`src/rtl/wb_port_arbiter_if.sv`:
```
// Register-file write-port bundle between the WB stage, the debug unit and the arbiter.
// The master drives the requests; the slave (arbiter) answers with the write port and FIFO status.
interface wb_port_arbiter_if #(
    parameter int IO_BUS_SIZE   = 32,
    parameter int REG_ADDR_SIZE = 5,
    parameter int FIFO_DEPTH    = 4
);
    logic                         i_wb_write_enable;
    logic [REG_ADDR_SIZE-1:0]     i_wb_reg_addr;
    logic [IO_BUS_SIZE-1:0]       i_wb_data;
    logic                         i_dbg_valid;
    logic [REG_ADDR_SIZE-1:0]     i_dbg_reg_addr;
    logic [IO_BUS_SIZE-1:0]       i_dbg_data;
    logic                         o_dbg_ready;
    logic                         o_stall_pipeline;
    logic                         o_rf_write_enable;
    logic [REG_ADDR_SIZE-1:0]     o_rf_reg_addr;
    logic [IO_BUS_SIZE-1:0]       o_rf_data;
    logic [$clog2(FIFO_DEPTH):0]  o_fifo_count;

    modport master (
        output i_wb_write_enable, i_wb_reg_addr, i_wb_data,
        output i_dbg_valid, i_dbg_reg_addr, i_dbg_data,
        input  o_dbg_ready, o_stall_pipeline,
        input  o_rf_write_enable, o_rf_reg_addr, o_rf_data, o_fifo_count
    );

    modport slave (
        input  i_wb_write_enable, i_wb_reg_addr, i_wb_data,
        input  i_dbg_valid, i_dbg_reg_addr, i_dbg_data,
        output o_dbg_ready, o_stall_pipeline,
        output o_rf_write_enable, o_rf_reg_addr, o_rf_data, o_fifo_count
    );
endinterface

```
`src/rtl/wb_port_arbiter.sv`:
```
// Shares the register-file write port between the WB stage (priority) and a FIFO of
// debug writes; a starvation guard stalls the pipeline for one cycle to drain the FIFO.
//
//   state     | meaning
//   ----------+-----------------------------------------------------------
//   ST_NORMAL | pipeline wins the port; FIFO head drains when pipeline idle
//   ST_FORCE  | one-cycle pipeline stall; FIFO head is granted unconditionally
module wb_port_arbiter #(
    parameter int IO_BUS_SIZE   = 32,
    parameter int REG_ADDR_SIZE = 5,
    parameter int FIFO_DEPTH    = 4,
    parameter int STARVE_LIMIT  = 4
) (
    input  logic              i_clk,
    input  logic              i_reset,
    wb_port_arbiter_if.slave  bus
);
    localparam int PTR_W    = $clog2(FIFO_DEPTH);
    localparam int CNT_W    = PTR_W + 1;
    localparam int STARVE_W = $clog2(STARVE_LIMIT + 1);

    typedef enum logic {
        ST_NORMAL,
        ST_FORCE
    } state_t;

    state_t                    state_q, state_d;
    logic [REG_ADDR_SIZE-1:0]  fifo_addr [FIFO_DEPTH];
    logic [IO_BUS_SIZE-1:0]    fifo_data [FIFO_DEPTH];
    logic [PTR_W-1:0]          head_q, tail_q;
    logic [CNT_W-1:0]          count_q, count_d;
    logic [STARVE_W-1:0]       starve_q, starve_d, starve_inc;
    logic                      fifo_empty, dbg_ready, push, pop, grant;
    logic [REG_ADDR_SIZE-1:0]  grant_addr;
    logic [IO_BUS_SIZE-1:0]    grant_data;
    logic                      rf_we_q;
    logic [REG_ADDR_SIZE-1:0]  rf_addr_q;
    logic [IO_BUS_SIZE-1:0]    rf_data_q;

    assign fifo_empty = (count_q == '0);
    // Readiness looks only at the registered count, so a pop cannot make room for a same-cycle push.
    assign dbg_ready  = !i_reset && (count_q < CNT_W'(FIFO_DEPTH));
    assign push       = bus.i_dbg_valid && dbg_ready;
    assign starve_inc = starve_q + STARVE_W'(1);

    always_comb begin
        state_d    = state_q;
        starve_d   = starve_q;
        pop        = 1'b0;
        grant      = 1'b0;
        grant_addr = bus.i_wb_reg_addr;
        grant_data = bus.i_wb_data;
        case (state_q)
            ST_NORMAL: begin
                if (bus.i_wb_write_enable) begin
                    grant = 1'b1;
                    if (!fifo_empty) begin
                        if (starve_inc == STARVE_W'(STARVE_LIMIT)) begin
                            state_d  = ST_FORCE;
                            starve_d = '0;
                        end else begin
                            starve_d = starve_inc;
                        end
                    end else begin
                        starve_d = '0;
                    end
                end else if (!fifo_empty) begin
                    pop        = 1'b1;
                    grant      = 1'b1;
                    grant_addr = fifo_addr[head_q];
                    grant_data = fifo_data[head_q];
                    starve_d   = '0;
                end else begin
                    starve_d = '0;
                end
            end
            ST_FORCE: begin
                state_d  = ST_NORMAL;
                starve_d = '0;
                if (!fifo_empty) begin
                    pop        = 1'b1;
                    grant      = 1'b1;
                    grant_addr = fifo_addr[head_q];
                    grant_data = fifo_data[head_q];
                end
            end
            default: state_d = ST_NORMAL;
        endcase
        count_d = count_q + CNT_W'(push) - CNT_W'(pop);
    end

    always_ff @(posedge i_clk) begin
        if (i_reset) begin
            state_q   <= ST_NORMAL;
            starve_q  <= '0;
            head_q    <= '0;
            tail_q    <= '0;
            count_q   <= '0;
            rf_we_q   <= 1'b0;
            rf_addr_q <= '0;
            rf_data_q <= '0;
        end else begin
            state_q  <= state_d;
            starve_q <= starve_d;
            count_q  <= count_d;
            if (push) tail_q <= tail_q + PTR_W'(1);
            if (pop)  head_q <= head_q + PTR_W'(1);
            if (grant) begin
                // A grant to $zero still consumes the slot; only the enable is suppressed.
                rf_we_q   <= (grant_addr != '0);
                rf_addr_q <= grant_addr;
                rf_data_q <= grant_data;
            end else begin
                rf_we_q <= 1'b0;
            end
        end
    end

    always_ff @(posedge i_clk) begin
        if (push) begin
            fifo_addr[tail_q] <= bus.i_dbg_reg_addr;
            fifo_data[tail_q] <= bus.i_dbg_data;
        end
    end

    assign bus.o_dbg_ready       = dbg_ready;
    assign bus.o_stall_pipeline  = (state_q == ST_FORCE);
    assign bus.o_rf_write_enable = rf_we_q;
    assign bus.o_rf_reg_addr     = rf_addr_q;
    assign bus.o_rf_data         = rf_data_q;
    assign bus.o_fifo_count      = count_q;
endmodule

```
`src/flat_wrapper.sv`:
```
// flat-port wrapper written by rule: the top's interface ports become plain ports
module wb_port_arbiter_flat 
#(
    parameter int IO_BUS_SIZE   = 32,
    parameter int REG_ADDR_SIZE = 5,
    parameter int FIFO_DEPTH    = 4,
    parameter int STARVE_LIMIT  = 4
)
  (i_clk, i_reset, bus_i_wb_write_enable, bus_i_wb_reg_addr, bus_i_wb_data, bus_i_dbg_valid, bus_i_dbg_reg_addr, bus_i_dbg_data, bus_o_dbg_ready, bus_o_stall_pipeline, bus_o_rf_write_enable, bus_o_rf_reg_addr, bus_o_rf_data, bus_o_fifo_count);
  wb_port_arbiter_if #(.IO_BUS_SIZE(IO_BUS_SIZE), .REG_ADDR_SIZE(REG_ADDR_SIZE), .FIFO_DEPTH(FIFO_DEPTH)) bus_i ();
  input  logic i_clk;
  input  logic i_reset;
  input wire logic [$bits(bus_i.i_wb_write_enable)-1:0] bus_i_wb_write_enable;
  input wire logic [$bits(bus_i.i_wb_reg_addr)-1:0] bus_i_wb_reg_addr;
  input wire logic [$bits(bus_i.i_wb_data)-1:0] bus_i_wb_data;
  input wire logic [$bits(bus_i.i_dbg_valid)-1:0] bus_i_dbg_valid;
  input wire logic [$bits(bus_i.i_dbg_reg_addr)-1:0] bus_i_dbg_reg_addr;
  input wire logic [$bits(bus_i.i_dbg_data)-1:0] bus_i_dbg_data;
  output wire logic [$bits(bus_i.o_dbg_ready)-1:0] bus_o_dbg_ready;
  output wire logic [$bits(bus_i.o_stall_pipeline)-1:0] bus_o_stall_pipeline;
  output wire logic [$bits(bus_i.o_rf_write_enable)-1:0] bus_o_rf_write_enable;
  output wire logic [$bits(bus_i.o_rf_reg_addr)-1:0] bus_o_rf_reg_addr;
  output wire logic [$bits(bus_i.o_rf_data)-1:0] bus_o_rf_data;
  output wire logic [$bits(bus_i.o_fifo_count)-1:0] bus_o_fifo_count;
  assign bus_i.i_wb_write_enable = bus_i_wb_write_enable;
  assign bus_i.i_wb_reg_addr = bus_i_wb_reg_addr;
  assign bus_i.i_wb_data = bus_i_wb_data;
  assign bus_i.i_dbg_valid = bus_i_dbg_valid;
  assign bus_i.i_dbg_reg_addr = bus_i_dbg_reg_addr;
  assign bus_i.i_dbg_data = bus_i_dbg_data;
  assign bus_o_dbg_ready = bus_i.o_dbg_ready;
  assign bus_o_stall_pipeline = bus_i.o_stall_pipeline;
  assign bus_o_rf_write_enable = bus_i.o_rf_write_enable;
  assign bus_o_rf_reg_addr = bus_i.o_rf_reg_addr;
  assign bus_o_rf_data = bus_i.o_rf_data;
  assign bus_o_fifo_count = bus_i.o_fifo_count;
  wb_port_arbiter #(.IO_BUS_SIZE(IO_BUS_SIZE), .REG_ADDR_SIZE(REG_ADDR_SIZE), .FIFO_DEPTH(FIFO_DEPTH), .STARVE_LIMIT(STARVE_LIMIT)) u_core (.i_clk(i_clk), .i_reset(i_reset), .bus(bus_i));
endmodule
```
`config.mk`:
```
export PLATFORM = sky130hd
export DESIGN_NAME = wb_port_arbiter_flat
export DESIGN_NICKNAME = d
export VERILOG_FILES = /design/src/rtl/wb_port_arbiter_if.sv /design/src/rtl/wb_port_arbiter.sv /design/src/flat_wrapper.sv
export SDC_FILE = /design/constraint.sdc
export NUM_CORES = 1
export LEC_CHECK = 0
export BUFFER_PORTS_ARGS = -buffer_cell sky130_fd_sc_hd__buf_2
export CAP_MARGIN = 0
export CORE_MARGIN = 5
export CORE_UTILIZATION = 56
export CTS_BUF_LIST = sky130_fd_sc_hd__clkbuf_8 sky130_fd_sc_hd__clkbuf_16
export CTS_CLUSTER_SIZE = 12
export DETAILED_ROUTE_END_ITERATION = 8
export PLACE_DENSITY_LB_ADDON = 0.1
export REMOVE_ABC_BUFFERS = 1
export SLEW_MARGIN = 30
export SYNTH_ARGS = -nofsm -noshare
export SYNTH_HDL_FRONTEND = slang
export SYNTH_SLANG_ARGS = --single-unit
```
`constraint.sdc`:
```
create_clock -name i_clk -period 2.5 [get_ports i_clk]
set_input_delay 0.125 -clock i_clk [delete_from_list [all_inputs] [get_ports i_clk]]
set_output_delay 0.125 -clock i_clk [all_outputs]
set_load 0.02 [all_outputs]
```
==> After elaboration in Yosys (flattened, before gate mapping) <==
Memories as Yosys holds them, arrays and structs flattened. A register that Yosys moved wholly into a read port is not among the register bits.
Cells that the tools add are included.
{ "totals": {"regBits": 49, "ramBits": 148, "inputBits": 78, "out_inout_bits": 43, "wordCells": 50, "mem_count": 2} }
{ "mem_list": {"columns": ["memory", "words", "word_bits", "read_ports", "rd_clocked_by_memory_dff", "write_ports", "line_no", "source"], "rows": [
  ["u_core.fifo_data", 4, 32, 1, 1, 1, "wb_port_arbiter.sv:29", "logic [IO_BUS_SIZE-1:0] fifo_data [FIFO_DEPTH];"],
  ["u_core.fifo_addr", 4, 5, 1, 1, 1, "wb_port_arbiter.sv:28", "logic [REG_ADDR_SIZE-1:0] fifo_addr [FIFO_DEPTH];"]
]} }
{ "op_classes": {"addsub": 5, "n_lt_le_gt_ge": 1, "n_eq_ne": 1, "muxes": 25, "bitwise": 2, "n_reduce_logical": 6} }
{ "ops": {"columns": ["cell", "n"], "rows": [
  ["32-bit 2-to-1 mux", 2],
  ["32-bit one-hot mux with 2 select lines", 1],
  ["5-bit 2-to-1 mux", 2],
  ["5-bit one-hot mux with 2 select lines", 1],
  ["3-bit 2-to-1 mux", 3],
  ["1-bit 2-to-1 mux", 8],
  ["2-bit 2-to-1 mux", 4],
  ["1-bit one-hot mux with 2 select lines", 3],
  ["3-bit one-hot mux with 2 select lines", 1],
  ["5-bit nonzero test", 1],
  ["2-bit by 1-bit adder with 2-bit output, second input constant", 2],
  ["3-bit by 1-bit adder with 3-bit output", 1],
  ["3-bit by 1-bit adder with 3-bit output, second input constant", 1],
  ["3-bit == test, second input constant", 1],
  ["3-bit logical NOT", 1],
  ["3-bit less-than comparator, second input constant", 1],
  ["3-bit by 1-bit subtractor with 3-bit output", 1],
  ["1-bit logical AND", 2],
  ["1-bit NOT", 2],
  ["2-bit OR reduction", 1],
  ["1-bit logical NOT", 1]
]} }

==> Logic depth before layout (Yosys ltp) <==
Gate-level depths: netlist of the first run.
{ "logic_depth": {"word_depth": 6, "ltp_mapped": 9, "ltp_nobuf": 9} }

==> Worst setup path before layout of the first run <==
No wires, ideal clock.
{ "synth_path": {"kind": "register to register", "start": "reg u_core.count_q[2] (netlist: u_core.bus.o_fifo_count[2])", "end": "mem u_core.fifo_addr[0][0] (enable)", "setup_time_ps": 398, "t_arrival_ps": 1864, "t_required_ps": 2102, "setup_slack_ps": 238, "path_stages_with_launch": 3, "n_path_buf": 0, "period_less_slack_ps": 2262, "cell_sequence": "dfxtp_1 nor2_1 and3_1"} }
{ "synth_via": {"elab_chain_len": 5} }
{ "synth_lines": {"columns": ["item", "line_no", "source"], "rows": [
  ["from (decl)", "wb_port_arbiter.sv:31", "logic [CNT_W-1:0] count_q, count_d;"],
  ["from (signal assigned)", "wb_port_arbiter.sv:105", "count_q <= count_d;"],
  ["3-bit less-than comparator", "wb_port_arbiter.sv:42", "assign dbg_ready = !i_reset && (count_q < CNT_W'(FIFO_DEPTH));"],
  ["1-bit logical AND", "wb_port_arbiter.sv:42", null],
  ["named net bus_o_dbg_ready", "flat_wrapper.sv:19", "output wire logic [$bits(bus_i.o_dbg_ready)-1:0] bus_o_dbg_ready;"],
  ["1-bit logical AND", "wb_port_arbiter.sv:43", "assign push = bus.i_dbg_valid && dbg_ready;"],
  ["1-bit 2-to-1 mux", "wb_port_arbiter.sv:120", "if (push) begin"],
  ["1-bit 2-to-1 mux (not written as such)", "wb_port_arbiter.sv:121", "fifo_addr[tail_q] <= bus.i_dbg_reg_addr;"],
  ["to (decl)", "wb_port_arbiter.sv:28", null]
]} }
The timed path passes the listed nets, and every way through them passes these cells.

==> Worst setup path in the final report of the first run <==
{ "layout_path": {"start": "reg u_core.count_q[2] (netlist: u_core.bus.o_fifo_count[2])", "end": "reg u_core.count_q[2] (netlist: u_core.bus.o_fifo_count[2])"} }
{ "layout_via": {"elab_chain_len": 5, "elab_cells_between_ends": 9, "cone_classes": "add/sub: 2; order compare: 1; mux: 3; reduce/logical: 3"} }
{ "layout_lines": {"columns": ["item", "line_no", "source"], "rows": [
  ["3-bit less-than comparator or 3-bit logical NOT (tied branches)", "wb_port_arbiter.sv:42, wb_port_arbiter.sv:40", null],
  ["1-bit logical AND or 1-bit 2-to-1 mux (tied branches)", "wb_port_arbiter.sv:42, wb_port_arbiter.sv:67, wb_port_arbiter.sv:80", null],
  ["1-bit logical AND or 1-bit 2-to-1 mux (tied branches)", "wb_port_arbiter.sv:43, wb_port_arbiter.sv:55", null],
  ["3-bit by 1-bit adder with 3-bit output or 1-bit one-hot mux with 2 select lines (tied branches)", "wb_port_arbiter.sv:89, wb_port_arbiter.sv:53", null],
  ["3-bit by 1-bit subtractor with 3-bit output (*)", "wb_port_arbiter.sv:89", "count_d = count_q + CNT_W'(push) - CNT_W'(pop);"]
]} }
Mark *: on every way between the ends. The rest lies on a longest branch, timed or not.
A chain may end at the register's enable or synchronous reset.

==> flow_summary.ini, run 1 <==
[run]
drv_cap = 0

[global_route]
grt_pass1_wl_um = 25200
overflow = 0
grt_pass1_vias = 4908
antenna_found_initial = 0
grt_usage_pct = 20.4
grt_max_degree = 48

[clock_tree]
path_clk_slew_ns = 0.07
cts_tree = done
ctsResizeCount = 0
root_buffer = clkbuf_16
numCtsBuffers = 17
cts_sinks = 199
insertion_delay_ns = 0.43
post_cts_buffers = 0
clock_path_buffers = 2
cts_hold_buf = 68
h-tree-depth = 4

[critical_path]
worstSetupPathType = flop to flop
crit_fanout = 5
required_ns = 2.79
max_stage_delay_ns = 0.37
cp_cell_sequence = nor3_4 > nor2_1 > ha_1 > inv_1 > ha_1 > fa_1 > xnor2_1 > xnor2_1 > nor2_1
crit_arrival_ns = 2.37
path_delay_family = adder cells
end_kind = flop
start_kind = flop
path_buf_inv = 1
crit_slowest_cell = dfxtp_1

[sta]
fmax_ghz = 0.482
tightest_slew_ns = 0.762
fin_hold_ws_ns = 0.0199
min_period_ns = 2.08
relSlewSlack_pct = 49.2
report.final.slew_viol_count = 0
finalCritPeriodShare_pct = 83.0
clock_skew_ns = 0.00825
rsz0062_at_grt = no
fin_tns_setup_ns = 0
setup_viol = 0
hold_violations = 0

[placement]
place_area_um2 = 8550
portBuffers = 120
dp_hpwl_um = 9730
place_congestion = 0.742

[power]
switching_power_mw = 2.51
seqPwrFrac_pct = 45.5
netSwitchingFraction_pct = 28.5
p_per_area_nw_per_um2 = 896
total_power_mw = 8.80
clockPowerShare_pct = 30.7
power_frac_comb_pct = 23.8
p_leak_nw = 3.68
vdd_drop_max_uv = 588
p_int_mw = 6.29

[die]
die-area_um2 = 16300
core_um2 = 13700
start_util_pct = 56.5
io_pins = 121
die-width_um = 128
rows = 43
die_height_um = 128

[routing]
post_drt_via_cell_ratio = 5.54
vias = 4734
wl_um = 15900
drc = 0
drtIter0Drc = 262
wl_per_cell_um = 18.6
drtPass1Iterations = 5
final_antenna_net_count = 0

[logic_synthesis]
ys_dominant_reg_cell = edfxtp_1
yosysWarnings = 0
ys_types = 31
async_flop_share_pct = 0
synth_area_um2 = 7760
syn_inst = 470
ys_seq_area_share_pct = 70.5
synth_enable_flop_cells = 148
postSynthAreaPerCell_um2 = 16.5
postSynthRegisterBits = 199

[final_layout]
final_core_util_pct = 71.6
n_antenna_cell = 0
area_delta_synth_final_pct = 26.6
final_cell_mix = 148 x edfxtp_1, 120 x buf_2, 77 x nand2_1
stdcell_area_um2 = 9820
final_common_cell = edfxtp_1
nNetsFinal = 748
drive_above_1_share_pct = 26.3

[min_path]
hold_class = input port to flop

[outcome]
status = finished clean
==> cell families after synthesis <==
group / Yosys count / share of synthesized area (%)
and+or+nand+nor: 142 / 7.44
muxes: 38 / 12.4
adders and majority gates: 9 / 1.55
DFF: 199 / 70.5
buffers and inverters: 36 / 3.05
AOI/OAI and AO/OA: 40 / 4.42
xor gates and xnor gates: 6 / 0.677
==> worst paths after layout <==
check	from	to	slack [ns]	cells after the start
max reg2reg	u_core.bus.o_fifo_count[2]$_SDFF_PP0_	u_core.bus.o_fifo_count[2]$_SDFF_PP0_	0.42	9
min	bus_i_wb_data[26]	u_core.bus.o_rf_data[26]$_SDFFE_PP0N_	0.02	3
max	u_core.bus.o_fifo_count[2]$_SDFF_PP0_	u_core.bus.o_fifo_count[2]$_SDFF_PP0_	0.42	9
min reg2reg	u_core.starve_q[0]$_SDFF_PP0_	u_core.starve_q[0]$_SDFF_PP0_	0.46	1
==> layer usage <==
layer	share of wire, %	global-route usage (%)	vias to the layer above
met2	52	34.8	172
met5	0	0	-
li1	-	-	2222
met4	2.0	8.74	0
met3	6.0	5.00	30
met1	40	24.8	2310
==> registers in the layout, summed over array words and instances, names as in the netlist, named ones only <==
| signal | count |
|---|---|
| u_core.fifo_data | 128 |
| u_core.bus.o_rf_data | 32 |
| u_core.fifo_addr | 20 |
| u_core.bus.o_rf_reg_addr | 5 |
| u_core.bus.o_fifo_count | 3 |
| u_core.starve_q | 3 |
| u_core.head_q | 2 |
| u_core.tail_q | 2 |
| u_core.bus.o_rf_write_enable | 1 |
| u_core.bus.o_stall_pipeline | 1 |
==> stage by stage <==
step | worst slack, ns | instances
5_1_grt | 0.275 | 854
3_5_place_dp | 0.419 | 754
3_3_place_gp | 0.514 | 754
2_1_floorplan | -0.770 | 440
6_report | 0.424 | 854
4_1_cts | 0.408 | 854
==> cell type report <==
cell class	instances	area (um^2)
flip-flops and latches	199	5470
fillers	914	3900
multi-input cells	235	2070
repair buffers	202	1450
clock buffers	17	425
well taps	180	225
clock inverters	15	163
inverters	6	22.5
==> worst reg2reg max path: stages (launching register included) <==
cell,delay (ns)
dfxtp_1,0.37
nor3_4,0.21
nor2_1,0.08
ha_1,0.27
inv_1,0.04
ha_1,0.20
fa_1,0.37
xnor2_1,0.19
xnor2_1,0.15
nor2_1,0.06
==> cells in the mapped netlist (2+ instances only) <==
cell type,number,share of area [%]
mux4_1,32,11
dfxtp_1,51,13
mux4_2,5,1.5
buf_4,2,0.19
xor2_1,2,0.23
nand2_1,77,3.7
ha_1,8,1.3
buf_6,5,0.73
buf_2,5,0.32
nor2_1,47,2.3
edfxtp_1,148,57
and3_1,6,0.48
clkbuf_1,13,0.63
nor2b_1,4,0.32
xnor2_1,4,0.45
a311oi_1,36,4.1
inv_1,6,0.29
a31oi_1,2,0.16
nor3_1,3,0.19
buf_12,3,0.77
==> power by group through the flow <==
stage | logic, mW | clock network (mW) | registers (mW)
global route | 2.27 | 2.90 | 4.04
finish | 2.09 | 2.70 | 4.01
CTS | 2.11 | 2.76 | 4.01
global placement | 1.99 | 0 | 4.06
detailed placement | 2.02 | 0 | 4.08
floorplan | 1.05 | 0 | 4.28
No activity file was read; power rests on OpenSTA's default activity.
==> inputs of run 2 (changes only) <==
==> constraint.sdc (replaced) <==
create_clock -name i_clk -period 2.17 [get_ports i_clk]
set_input_delay 0.1085 -clock i_clk [delete_from_list [all_inputs] [get_ports i_clk]]
set_output_delay 0.1085 -clock i_clk [all_outputs]
set_load 0.02 [all_outputs]
==> run 2 against run 1 <==
  * Sequential power increased by 15%
  * Utilization increased by 0.091 points
  * Global-route usage increased by 0.14 points
  * Die area unchanged
  * Register-to-register slack got worse by 0.28 ns
  * Largest power group unchanged
  * Clock skew decreased by 0.00085 ns
  * Routed wire length increased by 2.4%
==> flow_summary.ini, run 2 (same netlist as run 1, synthesis figures left out) <==
[critical_path]
path_delay_family = adder cells
end_kind = flop
path_buf_inv = 1
crit_fanout = 4
start_kind = flop
cp_cell_sequence = nor3_4 > nor2_1 > ha_1 > inv_1 > ha_1 > fa_1 > xnor2_2 > xnor2_1 > nor2_1
worstSetupPathType = flop to flop
rrSetupSlack_ns = 0.14
crit_arrival_ns = 2.31
max_stage_delay_ns = 0.41
crit_slowest_cell = fa_1
required_ns = 2.46

[placement]
place_ws_ns = 0.151
place_congestion = 0.805
dp_hpwl_um = 9860
place_area_um2 = 8560
portBuffers = 120

[die]
start_util_pct = 56.5
io_pins = 121
die-width_um = 128
rows = 43
die_height_um = 128
die-area_um2 = 16300
core_um2 = 13700

[routing]
drtPass1Iterations = 5
highest_layer = met4
wl_per_cell_um = 18.8
met1Wirelength_um = 6790
post_drt_via_cell_ratio = 5.47
drtIter0Drc = 254
drc = 0
vias = 4725
final_antenna_net_count = 0
routed-wl-met2_um = 8280
wl_met3_um = 871
wl_um = 16200

[global_route]
grt_usage_pct = 20.5
grt_pass1_wl_um = 25500
overflow = 0
grt_pass1_vias = 4898
antenna_found_initial = 0
grt_max_degree = 48

[sta]
setup_ws_ns = 0.144
report.final.slew_viol_count = 0
clock_skew_ns = 0.00740
tightest_slew_ns = 0.608
min_period_ns = 2.03
setup_viol = 0
finalCritPeriodShare_pct = 93.4
fmax_ghz = 0.494
relSlewSlack_pct = 59.4
hold_violations = 0

[final_layout]
largest_register_ffs = 128
final_common_cell = edfxtp_1
multi_input_area_um2 = 2080
n_antenna_cell = 0
drive_above_1_share_pct = 26.6
regMostFlops = u_core.fifo_data
stdcell_area_um2 = 9830
final_cell_mix = 148 x edfxtp_1, 120 x buf_2, 77 x nand2_1
nNetsFinal = 758
seq_area_um2 = 5470
fillers = 912
area_delta_synth_final_pct = 26.8

[clock_tree]
numCtsBuffers = 17
insertion_delay_ns = 0.42
cts_sinks = 199
root_buffer = clkbuf_16
h-tree-depth = 4
path_clk_slew_ns = 0.07
cts_tree = done
post_cts_buffers = 0
clock_path_buffers = 2

[min_path]
hold_class = input port to flop

[power]
p_leak_nw = 3.72
p_per_area_nw_per_um2 = 1010
vdd_drop_max_uv = 725

[outcome]
status = finished clean

[run]
drv_cap = 0
-- run 2: worst paths after layout --
kind                                         start                                    end  depth (start not counted)
max          u_core.bus.o_fifo_count[0]$_SDFF_PP0_  u_core.bus.o_fifo_count[2]$_SDFF_PP0_                          9
min                              bus_i_wb_data[12]  u_core.bus.o_rf_data[12]$_SDFFE_PP0N_                          3
max reg2reg  u_core.bus.o_fifo_count[0]$_SDFF_PP0_  u_core.bus.o_fifo_count[2]$_SDFF_PP0_                          9
min reg2reg          u_core.starve_q[0]$_SDFF_PP0_          u_core.starve_q[0]$_SDFF_PP0_                          1
-- run 2: metrics by stage --
| step | util, % | total power, mW | hold slack [ns] | TNS [ns] | std cells |
|---|---|---|---|---|---|
| 5_1_grt | 71.7 | 10.4 | 0.0393 | -0.00103 | 864 |
| 3_5_place_dp | 62.4 | 7.05 | 0.329 | 0 | 760 |
| 3_3_place_gp | 62.4 | 6.99 | 0.320 | 0 | 760 |
| 4_1_cts | 71.6 | 10.0 | 0.0152 | 0 | 864 |
| 2_1_floorplan | - | 6.15 | 0.180 | -23.99 | 440 |
| 6_report | 71.7 | 9.94 | 0.0357 | 0 | 864 |
-- run 2: what timing repair did --
action | CTS | global route
endpoints found under the hold margin | 183 | 0
hold buffers | 72 | 0
endpoints found under the setup margin | 0 | 1
gates resized for setup | 0 | 2
-- run 2: per-layer routing --
metal	vias to the layer above	track usage, %
li1	2223	-
met4	0	7.49
met2	149	35.0
met1	2328	26.2
met3	25	4.29
met5	-	0
-- run 2: where the power goes --
part           switching, mW  leakage (nW)  internal, mW
Clock                   1.28         0.279          1.57
Sequential             0.199          1.77          4.41
Combinational           1.41          1.67          1.07
-- run 2: cell type report --
class	instances	area share, %
flip-flops and latches	199	55.6
multi-input cells	235	21.1
repair buffers	212	15.2
clock buffers	20	4.86
well taps	180	2.29
clock inverters	12	0.662
inverters	6	0.229
-- run 2: worst register-to-register path, cell delays in order (launching register included) --
cell and delay (ns):
dfxtp_1 0.35, nor3_4 0.18, nor2_1 0.08, ha_1 0.27
inv_1 0.04, ha_1 0.20, fa_1 0.41, xnor2_2 0.17
xnor2_1 0.14, nor2_1 0.05
==> inputs of run 3 (changes only) <==
--- a/config.mk
+++ b/config.mk
@@ -7,11 +7,14 @@
 export LEC_CHECK = 0
 export BUFFER_PORTS_ARGS = -buffer_cell sky130_fd_sc_hd__buf_2
 export CAP_MARGIN = 0
+export CELL_PAD_IN_SITES_DETAIL_PLACEMENT = 0
+export CELL_PAD_IN_SITES_GLOBAL_PLACEMENT = 1
 export CORE_MARGIN = 5
-export CORE_UTILIZATION = 56
+export CORE_UTILIZATION = 47
 export CTS_BUF_LIST = sky130_fd_sc_hd__clkbuf_8 sky130_fd_sc_hd__clkbuf_16
 export CTS_CLUSTER_SIZE = 12
 export DETAILED_ROUTE_END_ITERATION = 8
+export GPL_TIMING_DRIVEN = 0
 export PLACE_DENSITY_LB_ADDON = 0.1
 export REMOVE_ABC_BUFFERS = 1
 export SLEW_MARGIN = 30
==> run 3 against run 2 <==
  * Via count shrank 1.6%
  * Global-route usage shrank 3.1 points
  * Total power grew 1.0%
  * Maximum frequency shrank 1.3%
  * Critical endpoint unchanged
  * Largest cell class unchanged
  * Largest power group unchanged
  * Highest routed layer unchanged
==> flow_summary.ini, run 3 (same netlist as run 1, synthesis figures left out) <==
[sta]
fmax_ghz = 0.487
fin_tns_setup_ns = 0
relSlewSlack_pct = 58.8
hold_violations = 0
setup_viol = 0
finalCritPeriodShare_pct = 94.6
clock_skew_ns = 0.0159
rsz0062_at_grt = no
min_period_ns = 2.05
setup_ws_ns = 0.118
report.final.slew_viol_count = 0
tightest_slew_ns = 0.619
fin_hold_ws_ns = 0.0446

[min_path]
min-delay-start = bus_i_wb_reg_addr[4]
hold_class = input port to flop
min_path_cells = 3
hold_end = u_core.bus.o_rf_write_enable$_SDFF_PP0_

[power]
p_leak_nw = 3.68
total_power_mw = 10.0
p_per_area_nw_per_um2 = 1010
vdd_drop_max_uv = 572

[placement]
place_area_um2 = 8670
place_congestion = 0.672
dp.cells = 789
place_ws_ns = -0.542
dp_hpwl_um = 9550
portBuffers = 120

[global_route]
grt_max_degree = 50
grt_pass1_vias = 4844
grt_usage_pct = 17.4
antenna_found_initial = 0
grt_pass1_wl_um = 25800
overflow = 0

[die]
io_pins = 121
die_height_um = 138
start_util_pct = 47.3
rows = 47
die-area_um2 = 19200
die-width_um = 138
core_um2 = 16400

[routing]
wl_per_cell_um = 18.1
drc = 0
drtPass1Iterations = 5
post_drt_via_cell_ratio = 5.19
drtIter0Drc = 247
wl_um = 16200
final_antenna_net_count = 0
vias = 4651

[clock_tree]
cts_tree = done
clock_path_buffers = 2
cts_sinks = 199
path_clk_slew_ns = 0.07
root_buffer = clkbuf_16
numCtsBuffers = 17
insertion_delay_ns = 0.43
h-tree-depth = 4

[final_layout]
layout.cells.non_filler = 896
final_core_util_pct = 60.7
area_delta_synth_final_pct = 28.4
final_cell_mix = 148 x edfxtp_1, 119 x buf_2, 77 x nand2_1
fillers = 1269
drive_above_1_share_pct = 26.9
regMostFlops = u_core.fifo_data
stdcell_area_um2 = 9960
final_common_cell = edfxtp_1
nNetsFinal = 750
n_antenna_cell = 0
largest_register_ffs = 128

[critical_path]
cp_cell_sequence = nor3_4 > nor2_2 > ha_1 > inv_1 > ha_1 > fa_2 > xnor2_2 > xnor2_1 > nor2_1
r2r-start = u_core.bus.o_fifo_count[1]$_SDFF_PP0_
start_kind = flop
path_common_cell = ha_1
crit_slowest_cell = fa_2
max_stage_delay_ns = 0.36
required_ns = 2.47
worstSetupPathType = flop to flop
reg2reg_depth = 9
rrSetupSlack_ns = 0.12
path_buf_inv = 1
rr_endpoint = u_core.bus.o_fifo_count[2]$_SDFF_PP0_
crit_arrival_ns = 2.35
end_kind = flop
path_delay_family = adder cells
crit_fanout = 5

[outcome]
status = finished clean

[run]
drv_cap = 0
-- run 3: cell count changes in the layout (fill, tap and decap cells not counted), moves of 3 or more --
| cell | previous run | this run |
|---|---|---|
| and3_2 | 4 | 0 |
| buf_16 | 0 | 5 |
| clkinv_2 | 3 | 6 |
| buf_4 | 18 | 3 |
| inv_1 | 11 | 7 |
| clkinvlp_4 | 3 | 6 |
| and3_4 | 0 | 4 |
-- run 3: timing repair --
action | in CTS | in global routing
pin swaps | 1 | 1
hold buffers | 73 | 0
setup endpoints to repair | 2 | 1
gates resized for setup | 1 | 5
hold endpoints to repair | 184 | 0
buffers inserted | 1 | 1
-- run 3: how the worst max path moves through the flow --
stage / endpoint / depth (start not counted) / start
6_report: u_core.bus.o_fifo_count[2]$_SDFF_PP0_ / 9 / u_core.bus.o_fifo_count[1]$_SDFF_PP0_
5_1_grt: u_core.bus.o_fifo_count[2]$_SDFF_PP0_ / 9 / u_core.bus.o_fifo_count[1]$_SDFF_PP0_
4_1_cts: u_core.bus.o_fifo_count[2]$_SDFF_PP0_ / 9 / u_core.bus.o_fifo_count[2]$_SDFF_PP0_
3_5_place_dp: u_core.bus.o_fifo_count[2]$_SDFF_PP0_ / 9 / u_core.bus.o_fifo_count[2]$_SDFF_PP0_
3_3_place_gp: u_core.bus.o_fifo_count[2]$_SDFF_PP0_ / 9 / u_core.bus.o_fifo_count[2]$_SDFF_PP0_
2_1_floorplan: u_core.bus.o_fifo_count[2]$_SDFF_PP0_ / 9 / u_core.bus.o_fifo_count[2]$_SDFF_PP0_
-- run 3: metal layers --
metal / up-vias / GRT usage, % / share of wire [%]
met3: 12 / 4.52 / 4.5
met2: 118 / 29.7 / 51
li1: 2210 / - / -
met1: 2311 / 22.2 / 43
met5: - / 0 / 0
met4: 0 / 5.15 / 0.88
-- run 3: area by class of cell --
cell class	instances	area [um^2]	share of cell area, %
sequential	199	5480	55.0
tap	220	275	2.76
inverter	6	22.5	0.226
clock buffer	18	439	4.41
clock inverter	14	87.6	0.880
multi-input combinational	235	2110	21.1
timing repair buffer	204	1550	15.6
-- run 3: worst min-delay path: cells and delay by family --
family	cells	cell delay, ns
mux	1	0.08
compound gates	1	0.15
buf+inv	1	0.09
-- run 3: where the power goes --
group	internal, mW	leakage, nW	switching (mW)
Combinational	1.18	1.66	1.37
Clock	1.48	0.251	1.34
Sequential	4.42	1.77	0.251
